`config.mk`:
```
export PLATFORM = sky130hd
export DESIGN_NAME = frame_header_parser
export DESIGN_NICKNAME = d
export VERILOG_FILES = /design/src/rtl/frame_hdr_pkg.sv /design/src/rtl/frame_hdr_capture.sv /design/src/rtl/frame_header_parser.sv
export SDC_FILE = /design/constraint.sdc
export NUM_CORES = 1
export LEC_CHECK = 0
export CORE_ASPECT_RATIO = 0.9
export CORE_MARGIN = 10
export CORE_UTILIZATION = 48
export DETAILED_ROUTE_END_ITERATION = 8
export PLACE_DENSITY = 0.76
export SLEW_MARGIN = 0
export SYNTH_ARGS = -nofsm -noshare
export SYNTH_HDL_FRONTEND = slang
export SYNTH_SLANG_ARGS = --single-unit
```
`constraint.sdc`:
```
create_clock -name clk -period 1.9 [get_ports clk]
set_input_delay 0.19 -clock clk [delete_from_list [all_inputs] [get_ports clk]]
set_output_delay 0.19 -clock clk [all_outputs]
set_load 0.1 [all_outputs]
```
`src/rtl/frame_hdr_pkg.sv`:
```
// frame_hdr_pkg
//   Shared definitions for the frame header parser: FSM state encoding,
//   default geometry, and width helper functions used by the top and the
//   header capture sub-module.
package frame_hdr_pkg;

  // Parser FSM states
  localparam logic [1:0] ST_DRAIN = 2'd0;  // wait for the current frame to end
  localparam logic [1:0] ST_IDLE  = 2'd1;  // wait for a frame start
  localparam logic [1:0] ST_HDR   = 2'd2;  // consuming header words
  localparam logic [1:0] ST_BODY  = 2'd3;  // counting payload beats

  // Default geometry
  localparam int DEF_DATA_W    = 8;
  localparam int DEF_LEN_BYTES = 2;
  localparam int LEN_W         = DEF_DATA_W * DEF_LEN_BYTES;

  // Width of a counter that must hold 0..hdr_bytes
  function automatic int byte_cnt_w(input int hdr_bytes);
    return $clog2(hdr_bytes + 1);
  endfunction

  function automatic int max_w(input int a, input int b);
    return (a > b) ? a : b;
  endfunction

endpackage

```
`src/rtl/frame_hdr_capture.sv`:
```
// frame_hdr_capture
//   Header word capture and byte counter. Stores words 0..LEN_BYTES of the
//   header as they arrive; reserved words only advance the counter.
// Ports
//   clk, rst        clock, synchronous active-high reset
//   start_i         clears the byte counter (frame start)
//   word_valid_i    a header word is consumed this cycle
//   word_i          header word
//   last_word_o     current consumed word is the final header word
//   eid_o           header word 0
//   len_o           words 1..LEN_BYTES, MSB first; includes the current word
//                   when the length field ends the header
module frame_hdr_capture
  import frame_hdr_pkg::*;
#(
  parameter int DATA_W    = 8,
  parameter int HDR_BYTES = 4,
  parameter int LEN_BYTES = 2
) (
  input  logic                        clk,
  input  logic                        rst,
  input  logic                        start_i,
  input  logic                        word_valid_i,
  input  logic [DATA_W-1:0]           word_i,
  output logic                        last_word_o,
  output logic [DATA_W-1:0]           eid_o,
  output logic [DATA_W*LEN_BYTES-1:0] len_o
);

  localparam int BCW = byte_cnt_w(HDR_BYTES);

  logic [BCW-1:0] byte_cnt_q, byte_cnt_d;

  assign last_word_o = word_valid_i && (byte_cnt_q == BCW'(HDR_BYTES - 1));

  always_comb begin
    byte_cnt_d = byte_cnt_q;
    if (start_i)
      byte_cnt_d = '0;
    else if (word_valid_i && !last_word_o)
      byte_cnt_d = byte_cnt_q + 1'b1;
  end

  always_ff @(posedge clk) begin
    if (rst)
      byte_cnt_q <= '0;
    else
      byte_cnt_q <= byte_cnt_d;
  end

  genvar gi;
  generate
    for (gi = 0; gi <= LEN_BYTES; gi++) begin : g_word
      logic [DATA_W-1:0] word_q;
      logic [DATA_W-1:0] view;

      always_ff @(posedge clk) begin
        if (rst)
          word_q <= '0;
        else if (word_valid_i && byte_cnt_q == BCW'(gi))
          word_q <= word_i;
      end

      // With no reserved words the length LSB is the final word; it is not
      // registered yet when the fields are published, so forward it.
      if (gi == HDR_BYTES - 1) begin : g_fwd
        assign view = word_i;
      end else begin : g_reg
        assign view = word_q;
      end
    end

    for (gi = 1; gi <= LEN_BYTES; gi++) begin : g_len
      assign len_o[(LEN_BYTES-gi)*DATA_W +: DATA_W] = g_word[gi].view;
    end
  endgenerate

  assign eid_o = g_word[0].word_q;

endmodule

```
`src/rtl/frame_header_parser.sv`:
```
// frame_header_parser
//   Parses a fixed-length frame header (EID, big-endian length, reserved
//   words), publishes the fields, then counts payload beats and flags a
//   length mismatch or a frame that ends inside its header.
// Optional feature: define EID_FILTER_EN to qualify header_done with an
//   EID value/mask filter; otherwise header_match is constant 1.
// Ports
//   clk, rst               clock, synchronous active-high reset
//   in_frame_data[_valid]  stream word and its valid
//   in_frame_valid         frame in progress
//   frame_data_latch       comb: word consumed / frame start accepted
//   payload_latch          downstream consumed one payload word
//   header_eid/len         captured header fields
//   is_fragment            length field all-ones
//   header_done(_clear)    sticky header-valid flag and its clear
//   hdr_error, len_error   one-cycle error pulses
//   eid_match_val/mask     EID filter (EID_FILTER_EN only)
//   header_match           EID passed filter
module frame_header_parser
  import frame_hdr_pkg::*;
#(
  parameter int DATA_W    = 8,
  parameter int HDR_BYTES = 4,
  parameter int LEN_BYTES = 2,
  parameter int CNT_W     = 16
) (
  input  logic                        clk,
  input  logic                        rst,
  input  logic [DATA_W-1:0]           in_frame_data,
  input  logic                        in_frame_data_valid,
  input  logic                        in_frame_valid,
  output logic                        frame_data_latch,
  input  logic                        payload_latch,
  output logic [DATA_W-1:0]           header_eid,
  output logic [DATA_W*LEN_BYTES-1:0] header_len,
  output logic                        is_fragment,
  output logic                        header_done,
  input  logic                        header_done_clear,
  output logic                        hdr_error,
  output logic                        len_error,
  input  logic [DATA_W-1:0]           eid_match_val,
  input  logic [DATA_W-1:0]           eid_match_mask,
  output logic                        header_match
);

  localparam int FIELD_W = DATA_W * LEN_BYTES;
  localparam int CMP_W   = max_w(CNT_W, FIELD_W);

  logic [1:0]         state_q, state_d;
  logic [CNT_W-1:0]   pay_cnt_q, pay_cnt_d;
  logic [DATA_W-1:0]  eid_q, eid_d;
  logic [FIELD_W-1:0] len_q, len_d;
  logic               frag_q, frag_d;
  logic               done_q, done_d;
  logic               hdr_err_q, hdr_err_d;
  logic               len_err_q, len_err_d;

  logic               cap_start, cap_valid, cap_last;
  logic [DATA_W-1:0]  cap_eid;
  logic [FIELD_W-1:0] cap_len;
  logic               match_now;

  assign cap_start = (state_q == ST_IDLE) && in_frame_valid;
  assign cap_valid = (state_q == ST_HDR) && in_frame_data_valid;

  frame_hdr_capture #(
    .DATA_W    (DATA_W),
    .HDR_BYTES (HDR_BYTES),
    .LEN_BYTES (LEN_BYTES)
  ) u_capture (
    .clk          (clk),
    .rst          (rst),
    .start_i      (cap_start),
    .word_valid_i (cap_valid),
    .word_i       (in_frame_data),
    .last_word_o  (cap_last),
    .eid_o        (cap_eid),
    .len_o        (cap_len)
  );

`ifdef EID_FILTER_EN
  logic match_q;

  assign match_now = ((cap_eid ^ eid_match_val) & eid_match_mask) == '0;

  always_ff @(posedge clk) begin
    if (rst)
      match_q <= 1'b0;
    else if (cap_last)
      match_q <= match_now;
  end

  assign header_match = match_q;
`else
  logic unused_filter;

  assign unused_filter = ^{eid_match_val, eid_match_mask};
  assign match_now     = 1'b1;
  assign header_match  = 1'b1;
`endif

  always_comb begin
    state_d          = state_q;
    pay_cnt_d        = pay_cnt_q;
    eid_d            = eid_q;
    len_d            = len_q;
    frag_d           = frag_q;
    hdr_err_d        = 1'b0;
    len_err_d        = 1'b0;
    frame_data_latch = 1'b0;
    // A header completing in the same cycle as a clear keeps header_done set.
    done_d           = header_done_clear ? 1'b0 : done_q;

    case (state_q)
      ST_DRAIN: begin
        if (!in_frame_valid)
          state_d = ST_IDLE;
      end
      ST_IDLE: begin
        frame_data_latch = in_frame_valid;
        if (in_frame_valid)
          state_d = ST_HDR;
      end
      ST_HDR: begin
        frame_data_latch = in_frame_data_valid;
        if (cap_last) begin
          eid_d     = cap_eid;
          len_d     = cap_len;
          frag_d    = &cap_len;
          pay_cnt_d = '0;
          if (match_now)
            done_d = 1'b1;
          state_d = ST_BODY;
        end else if (!in_frame_valid && !in_frame_data_valid) begin
          hdr_err_d = 1'b1;
          state_d   = ST_IDLE;
        end
      end
      default: begin  // ST_BODY
        if (payload_latch && pay_cnt_q != '1)
          pay_cnt_d = pay_cnt_q + 1'b1;
        // A beat coincident with the frame end still counts toward the length.
        if (!in_frame_valid) begin
          len_err_d = !frag_q && (CMP_W'(pay_cnt_d) != CMP_W'(len_q));
          state_d   = ST_IDLE;
        end
      end
    endcase
  end

  always_ff @(posedge clk) begin
    if (rst) begin
      state_q   <= ST_DRAIN;
      pay_cnt_q <= '0;
      eid_q     <= '0;
      len_q     <= '0;
      frag_q    <= 1'b0;
      done_q    <= 1'b0;
      hdr_err_q <= 1'b0;
      len_err_q <= 1'b0;
    end else begin
      state_q   <= state_d;
      pay_cnt_q <= pay_cnt_d;
      eid_q     <= eid_d;
      len_q     <= len_d;
      frag_q    <= frag_d;
      done_q    <= done_d;
      hdr_err_q <= hdr_err_d;
      len_err_q <= len_err_d;
    end
  end

  assign header_eid  = eid_q;
  assign header_len  = len_q;
  assign is_fragment = frag_q;
  assign header_done = done_q;
  assign hdr_error   = hdr_err_q;
  assign len_error   = len_err_q;

endmodule

```
==> summary.txt, run 1 <==
Routing
  – Via Count: 3434
  – Remaining DRCs: 0
  – Initial DRT Pass Iterations: 5
  – WL final: 9590 um
  – Drt via density: 5.27
  – Initial DRC Count: roughly 150
  – DRT antenna net count: 0
  – Routed WL per cell: around 15 um

Clock tree
  – Clk Latency, worst-skew pair: 0.36 ns
  – CTS Buf Count: 9
  – H-tree levels: 3
  – CTS tree: yes
  – Clk root buf: clkbuf_8
  – CTS Sinks: 73
  – Clk buf depth: 2
  – Clock slew at reported path FFs: 0.09 ns

Logic synthesis
  – Synthesis warning total: 0
  – Post-synthesis register bit count: 73
  – Mean Syn Cell Area: 7.88 sq um
  – Fraction of registers with async set/reset: 0%
  – Post-synthesis cell count: 464
  – EDFF count, synth: 0
  – Synth area leader: dfxtp_1
  – Mapped cell area: 0.00366 sq mm
  – Post-synth top area share: 40.0%
  – Mapped Nets: 504
  – Sequential share of the synthesized area: 40.0%
  – Most common cell in the netlist: nand2_1
  – Synth Flop Type: dfxtp_1
  – Synth cell types: 54
  – Largest cells by area after synthesis: dfxtp_1 40%, nand2_1 13%, a21oi_1 8.8%, xnor2_1 4.3%, nor2_1 3.6%
  – Top cells by count, synth: 122 x nand2_1, 73 x dfxtp_1, 64 x a21oi_1

Worst setup path
  – Worst EP arrival: about 2.2 ns
  – Worst r2r dst: len_error
  – RR Startpoint: pay_cnt_q[1]
  – CP max stage delay: 0.36 ns
  – Setup Crit Path Kind: reg2reg
  – WP data required: 2.14 ns
  – R2R cell count: 8
  – Nature of the critical path startpoint: flop
  – Crit Path Max Fanout: 5
  – Crit-path most repeated cell: a211oi_2
  – Crit. End Element: flop
  – R2r setup slk: -0.04 ns
  – CP cell instances: ha_4 -> nand4_1 -> nor4_4 -> nor2_1 -> o32ai_1 -> o2111ai_1 -> a211oi_2 -> a211oi_2
  – Slowest CP cell: dfxtp_2

Place
  – DP Wirelength: 7190 um
  – Placed cells: 634
  – Buffers on Ports: 42
  – Placed instance area: 0.00443 sq mm
  – Routability cong.: 0.897
  – Placement Setup Slack: -0.265 ns

Timing
  – Slew Limit Fails: 0
  – Final period util: 102%
  – Fmax: 515 MHz
  – Final setup violation count: 1
  – Worst Skew: between 0.01 and 0.015 ns
  – Setup WS post-layout: -0.0400 ns
  – Min Tclk post-route: around 1.9 ns
  – Hold Vio Cnt, Final: 0
  – RSZ-0062 raised after global routing: true

Floorplan
  – Core area: 0.00747 sq mm
  – Number of cell rows: 30
  – Top Ports: 60
  – Initial Utilization: slightly below 50%
  – Die height: a little over 100 um
  – DIE AREA: roughly 0.012 sq mm
  – Die width: 112 um

Outcome
  – Failing checks: setup timing
  – Status: finished with violations

Cells and area
  – Filler-free cell count of the finished design: 652
  – N_diodes: 0
  – FF+latch area: 0.00148 sq mm
  – Area grow syn2layout: 29.7%
  – Share of cells above drive strength 1: between 20% and 30%
  – Final net count: roughly 600
  – Filler cell count: 623
  – Finished Core Util: a little under two thirds
  – Area of the multi-input gates: 0.00210 sq mm
  – Final instance area: roughly 0.0047 sq mm

Global routing
  – Total track usage: 16.5%
  – Initial antenna violation count: 0
  – Largest net degree at the start of global routing: 35
  – Vias in the first global route: 3366
  – Total gr overflow: 0
  – First-pass GRT wire length: approximately 16000 um

Pwr
  – LEAKAGE: 1.86 nW
  – Pwr dens: 681 mW/mm^2
  – Max VDD drop: 0.000583 V

Worst hold path
  – Hold Path Class: in2reg
  – Source of the worst hold timing path: rst
  – Worst hold path endpoint: state_q[1]
  – Worst hold stages: 2

Run
  – Max_cap viols: 0
[flip-flops by register name, indices dropped and copies added (netlist names)]
register,flops
state_q,2
is_fragment,1
header_len,16
pay_cnt_q,16
header_eid,8
header_done,1
hdr_error,1
u_capture.byte_cnt_q,3
len_error,1
u_capture.g_word.view,16
u_capture.eid_o,8
[cell type report]
| class | count | area share [%] |
|---|---|---|
| Clock inverter | 7 | 1.79 |
| Timing Repair Buffer | 101 | 16.9 |
| Clock buffer | 9 | 2.61 |
| Tap cell | 96 | 2.53 |
| Inverter | 9 | 0.713 |
| Sequential cell | 73 | 31.1 |
| Multi-Input combinational cell | 357 | 44.3 |
[worst max-delay path by stage]
stage,slack [ns],end,from,depth (start not counted)
finish,-0.04,len_error,pay_cnt_q[1],8
global route,-0.18,len_error,pay_cnt_q[1],8
CTS,-0.03,len_error,pay_cnt_q[1],8
detailed placement,-0.26,len_error,payload_latch,9
global placement,-0.20,len_error,payload_latch,9
floorplan,-0.08,len_error,pay_cnt_q[0],8
[cells in the final DEF (no fill, tap or decap), drive strengths merged, types with 6 or more instances in the layout]
| cell type | Yosys | final |
|---|---|---|
| nand4 | 12 | 12 |
| clkbuf | 21 | 9 |
| clkdlybuf4s50 | 0 | 12 |
| xnor2 | 18 | 18 |
| nor3 | 10 | 10 |
| dfxtp | 73 | 73 |
| inv | 9 | 12 |
| nor2 | 35 | 35 |
| xor2 | 9 | 9 |
| a21oi | 64 | 64 |
| ha | 10 | 10 |
| nand3 | 8 | 8 |
| o21ai | 14 | 14 |
| a22oi | 6 | 6 |
| nand2 | 122 | 122 |
| a211oi | 7 | 7 |
| buf | 4 | 89 |
[power breakdown]
part           total, W  switching, W  internal, W
clock           0.00128      0.000650     0.000631
sequential      0.00155    0.00000845      0.00154
combinational  0.000399      0.000239     0.000160
[per-layer routing]
metal	GRT usage, %	wire length [um]	up-vias	share of wire (%)
li1	-	-	1762	-
met5	0	0	-	0
met2	29.0	4760	67	50
met1	19.2	4320	1596	45
met4	4.29	80	0	0.83
met3	4.89	433	9	4.5
[cell families after synthesis]
logic type                 Yosys count  share of synthesized area (%)
buffers and inverters               34                           4.69
muxes                                1                          0.274
and+or+nand+nor                    216                           28.9
adders and majority gates           10                           3.42
other                                1                          0.103
xor gates and xnor gates            27                           6.47
DFF                                 73                           40.0
AOI/OAI and AO/OA                  102                           16.2
[metrics by stage]
step	power, W	setup TNS [ns]	hold WS (ns)
floorplan	0.00181	-0.0765	0.267
global placement	0.00194	-0.633	0.443
detailed placement	0.00195	-1.00	0.448
CTS	0.00323	-0.0311	0.0756
global route	0.00336	-0.291	0.0895
finish	0.00323	-0.0400	0.0804
[repair_timing]
action,in CTS,in global routing
hold buffers,0,0
endpoints found under the setup margin,3,10
gates resized for setup,8,14
pin swaps,3,3
hold endpoints to repair,0,0
setup buffers,0,2
[critical path: cells and delay by family (launching register included)]
kind	cells	cell delay (ns)
AO/OA/AOI/OAI	4	0.71
adder cells (fa/ha/maj)	1	0.16
flip-flops	1	0.36
AND/OR/NAND/NOR	3	0.59
Note: power is estimated with default switching activity, not from simulation.
==> inputs of run 2 (changes only) <==
- CTS_CLUSTER_SIZE: not set -> 30
- GPL_TIMING_DRIVEN: not set -> 0
- SYNTH_HIERARCHICAL: not set -> 1
==> run 2 against run 1 <==
Compared with the run above:
- the flow still finishes with violations (setup timing)
- routed wire length increased by 15%
- synthesized cell count decreased by 0.43%
- count of clock-buffer cells in the layout increased by 1
- sequential power barely moved
- non-clock buffer count shrank 4
- clock power down 16%
- cell count shrank 1.7%
- combinational power rose by 81%
- cell area increased by 2.8%
==> summary.txt, run 2 <==
Global routing
  – First-pass GRT wire length: 17400 um
  – Initial antenna violation count: 0
  – Largest net degree at the start of global routing: 13
  – Total gr overflow: 0
  – Vias in the first global route: approximately 3500
  – Total track usage: 18.6%

Timing
  – Hold Vio Cnt, Final: 0
  – Setup WS post-layout: -0.335 ns
  – Worst slew margin: between 30% and 40%
  – RSZ-0062 raised after global routing: true
  – Slew @ Worst Pin: 0.970 ns
  – Worst hold slack: 0.142 ns
  – Final period util: 118%
  – Fmax: 448 MHz
  – Slew Limit Fails: 0
  – Min Tclk post-route: ~2.2 ns
  – Final setup violation count: 2
  – Worst Skew: 0.00797 ns

Routing
  – Routed WL per cell: 17.2 um
  – Via Count: 3685
  – Met3 wire length: around 870 um
  – DRT antenna net count: 0
  – Drt via density: about 5.7
  – WL final: 11000 um
  – Remaining DRCs: 0
  – Initial DRT Pass Iterations: 5
  – Initial DRC Count: 388
  – Highest metal used: met4
  – Met1 wire length: 4820 um
  – Met2 wire length: 5030 um

Worst setup path
  – WP data required: 2.17 ns
  – Worst EP arrival: 2.51 ns
  – Crit. End Element: flop
  – Buf+Inv Stages, Crit Path: 2
  – Slowest CP cell: o41a_4
  – Nature of the critical path startpoint: flop
  – Family with the most delay on the worst path: compound AO/OA/AOI/OAI gates
  – Crit Path Max Fanout: 7
  – CP cell instances: nand4_4 -> buf_6 -> o41a_4 -> buf_6 -> nand3_4 -> mux2i_1 -> mux2i_1 -> o211a_1 -> a211oi_2
  – Setup Crit Path Kind: reg2reg
  – CP max stage delay: 0.51 ns

Pwr
  – Pwr dens: 691 mW/mm^2
  – Proportion of power drawn by the clock network: between 30% and 40%
  – Part of the power in combinational logic: 21.5%
  – Max VDD drop: 0.000526 V
  – Switching fraction of total power: approximately 31%
  – LEAKAGE: 1.90 nW
  – P_int: 0.00232 W
  – Power share of the sequential group: 46.4%
  – Sw Pwr: 0.00104 W

Place
  – Placement Setup Slack: -0.550 ns
  – DP Wirelength: 7550 um
  – Routability cong.: 0.912
  – Buffers on Ports: 41

Logic synthesis
  – Compound-cell area share of the yosys netlist: 17.0%
  – EDFF count, synth: 0
  – Largest family of logic cells by synthesized area: simple AND/OR/NAND/NOR gates
  – Post-synth top area share: 40.3%
  – Most common cell in the netlist: nand2_1
  – Mux contribution to synthesized area: 1.38%
  – Synth Flop Type: dfxtp_1
  – Post-synthesis register bit count: 73
  – Xor and xnor area share after synthesis: 5.32%
  – Largest cells by area after synthesis: dfxtp_1 40%, nand2_1 12%, a21oi_1 10%, ha_1 3.5%, xnor2_1 3.1%
  – Fraction of registers with async set/reset: 0%
  – Mapped Nets: 502
  – Synthesized-area fraction occupied by and/or/nand/nor cells: 28.5%
  – Synth Area in Adders: 3.45%
  – Synth cell types: 51
  – Synth area leader: dfxtp_1
  – Synthesis warning total: 6
  – Mapped cell area: about 0.0036 sq mm
  – Sequential share of the synthesized area: about two fifths
  – Post-synthesis cell count: between 400 and 500
  – Top cells by count, synth: 114 x nand2_1, 74 x a21oi_1, 73 x dfxtp_1
  – Mean Syn Cell Area: slightly below 8 sq um

Clock tree
  – H-tree levels: 3
  – Clk Latency, worst-skew pair: 0.35 ns
  – Clk root buf: clkbuf_8
  – CTS Buf Count: 9
  – Clk buf depth: 2
  – CTS Sinks: 73
  – Hold buffers post-CTS: 0
  – Clock slew at reported path FFs: 0.08 ns
  – CTS tree: yes

Cells and area
  – Share of cells above drive strength 1: 23.9%
  – Area grow syn2layout: 34.5%
  – Filler cell count: 571
  – N_diodes: 0
  – Final net count: 584
  – Commonest non-fill, non-tap cell in the layout: nand2_1
  – Most frequent cells in the layout: 112 x nand2_1, 73 x a21oi_1, 55 x dfxtp_1

Outcome
  – Status: finished with violations
  – Failing checks: setup timing

Floorplan
  – Initial Utilization: between 50% and 60%
  – Die width: 112 um
  – Top Ports: 60
  – Core area: 0.00718 sq mm
  – Number of cell rows: 29
  – DIE AREA: around 0.011 sq mm
  – Die height: approximately 100 um

Run
  – Max_cap viols: 0

Worst hold path
  – Hold Path Class: in2reg
-- run 2: logic make-up (layout without fill, tap and decap cells) --
kind of cell               after synthesis  in the layout
xor gates and xnor gates                22             22
buffers and inverters                   31            117
muxes                                    5              5
DFF                                     73             73
AOI/OAI and AO/OA                      105            105
and+or+nand+nor                        215            215
adders and majority gates               10             10
other                                    1              1
-- run 2: worst reg2reg max path, delay by kind of cell, from the launching register on --
kind / cells / cell delay [ns]
buffers and inverters: 2 / 0.29
AOI/OAI and AO/OA: 3 / 0.88
and+or+nand+nor: 2 / 0.22
muxes: 2 / 0.38
DFF: 1 / 0.40
-- run 2: metrics by stage --
stage	instances	area, sq um	utilization, %	setup TNS, ns	power [W]
2_1_floorplan	462	3630	-	-0.181	0.00196
3_3_place_gp	596	4160	57.8	-12.10	0.00210
3_5_place_dp	596	4160	57.8	-13.49	0.00212
4_1_cts	629	4690	65.3	-0.213	0.00330
5_1_grt	641	4870	67.8	-0.763	0.00351
6_report	641	4870	67.8	-0.368	0.00337
-- run 2: power by group through the flow --
stage / clock network [W] / registers [W] / logic [W]
after floorplan: 0 / 0.00161 / 0.000345
after global placement: 0 / 0.00160 / 0.000502
after detailed placement: 0 / 0.00160 / 0.000517
after CTS: 0.00110 / 0.00156 / 0.000638
after global routing: 0.00117 / 0.00156 / 0.000776
final: 0.00108 / 0.00156 / 0.000724
-- run 2: what timing repair did --
item / 4_1_cts / 5_1_grt
resized for setup: 106 / 47
setup endpoints to repair: 72 / 40
setup buffers: 19 / 14
pin swaps: 14 / 16
-- run 2: worst paths after layout --
| path | start | to | slack (ns) | cells past startpoint |
|---|---|---|---|---|
| worst min-delay path | rst | u_capture/byte_cnt_q[2] | 0.14 | 2 |
| worst max-delay path | pay_cnt_q[11] | len_error | -0.33 | 9 |
| worst min register to register | header_eid[4] | header_eid[4] | 0.45 | 2 |
| worst max register to register | pay_cnt_q[11] | len_error | -0.33 | 9 |
-- run 2: final cells by class --
class	instances	area [sq um]	share of cell area, %
Buffer	23	151	3.11
Clock buffer	10	138	2.82
Clock inverter	5	32.5	0.668
Inverter	5	18.8	0.385
Multi-Input combinational cell	358	2250	46.3
Sequential cell	73	1510	30.9
Tap cell	93	116	2.39
Timing Repair Buffer	74	654	13.4
-- run 2: per-layer routing --
metal / up-vias / track usage (%)
li1: 1765 / -
met1: 1726 / 23.5
met2: 160 / 29.0
met3: 34 / 4.92
met4: 0 / 8.79
met5: - / 0
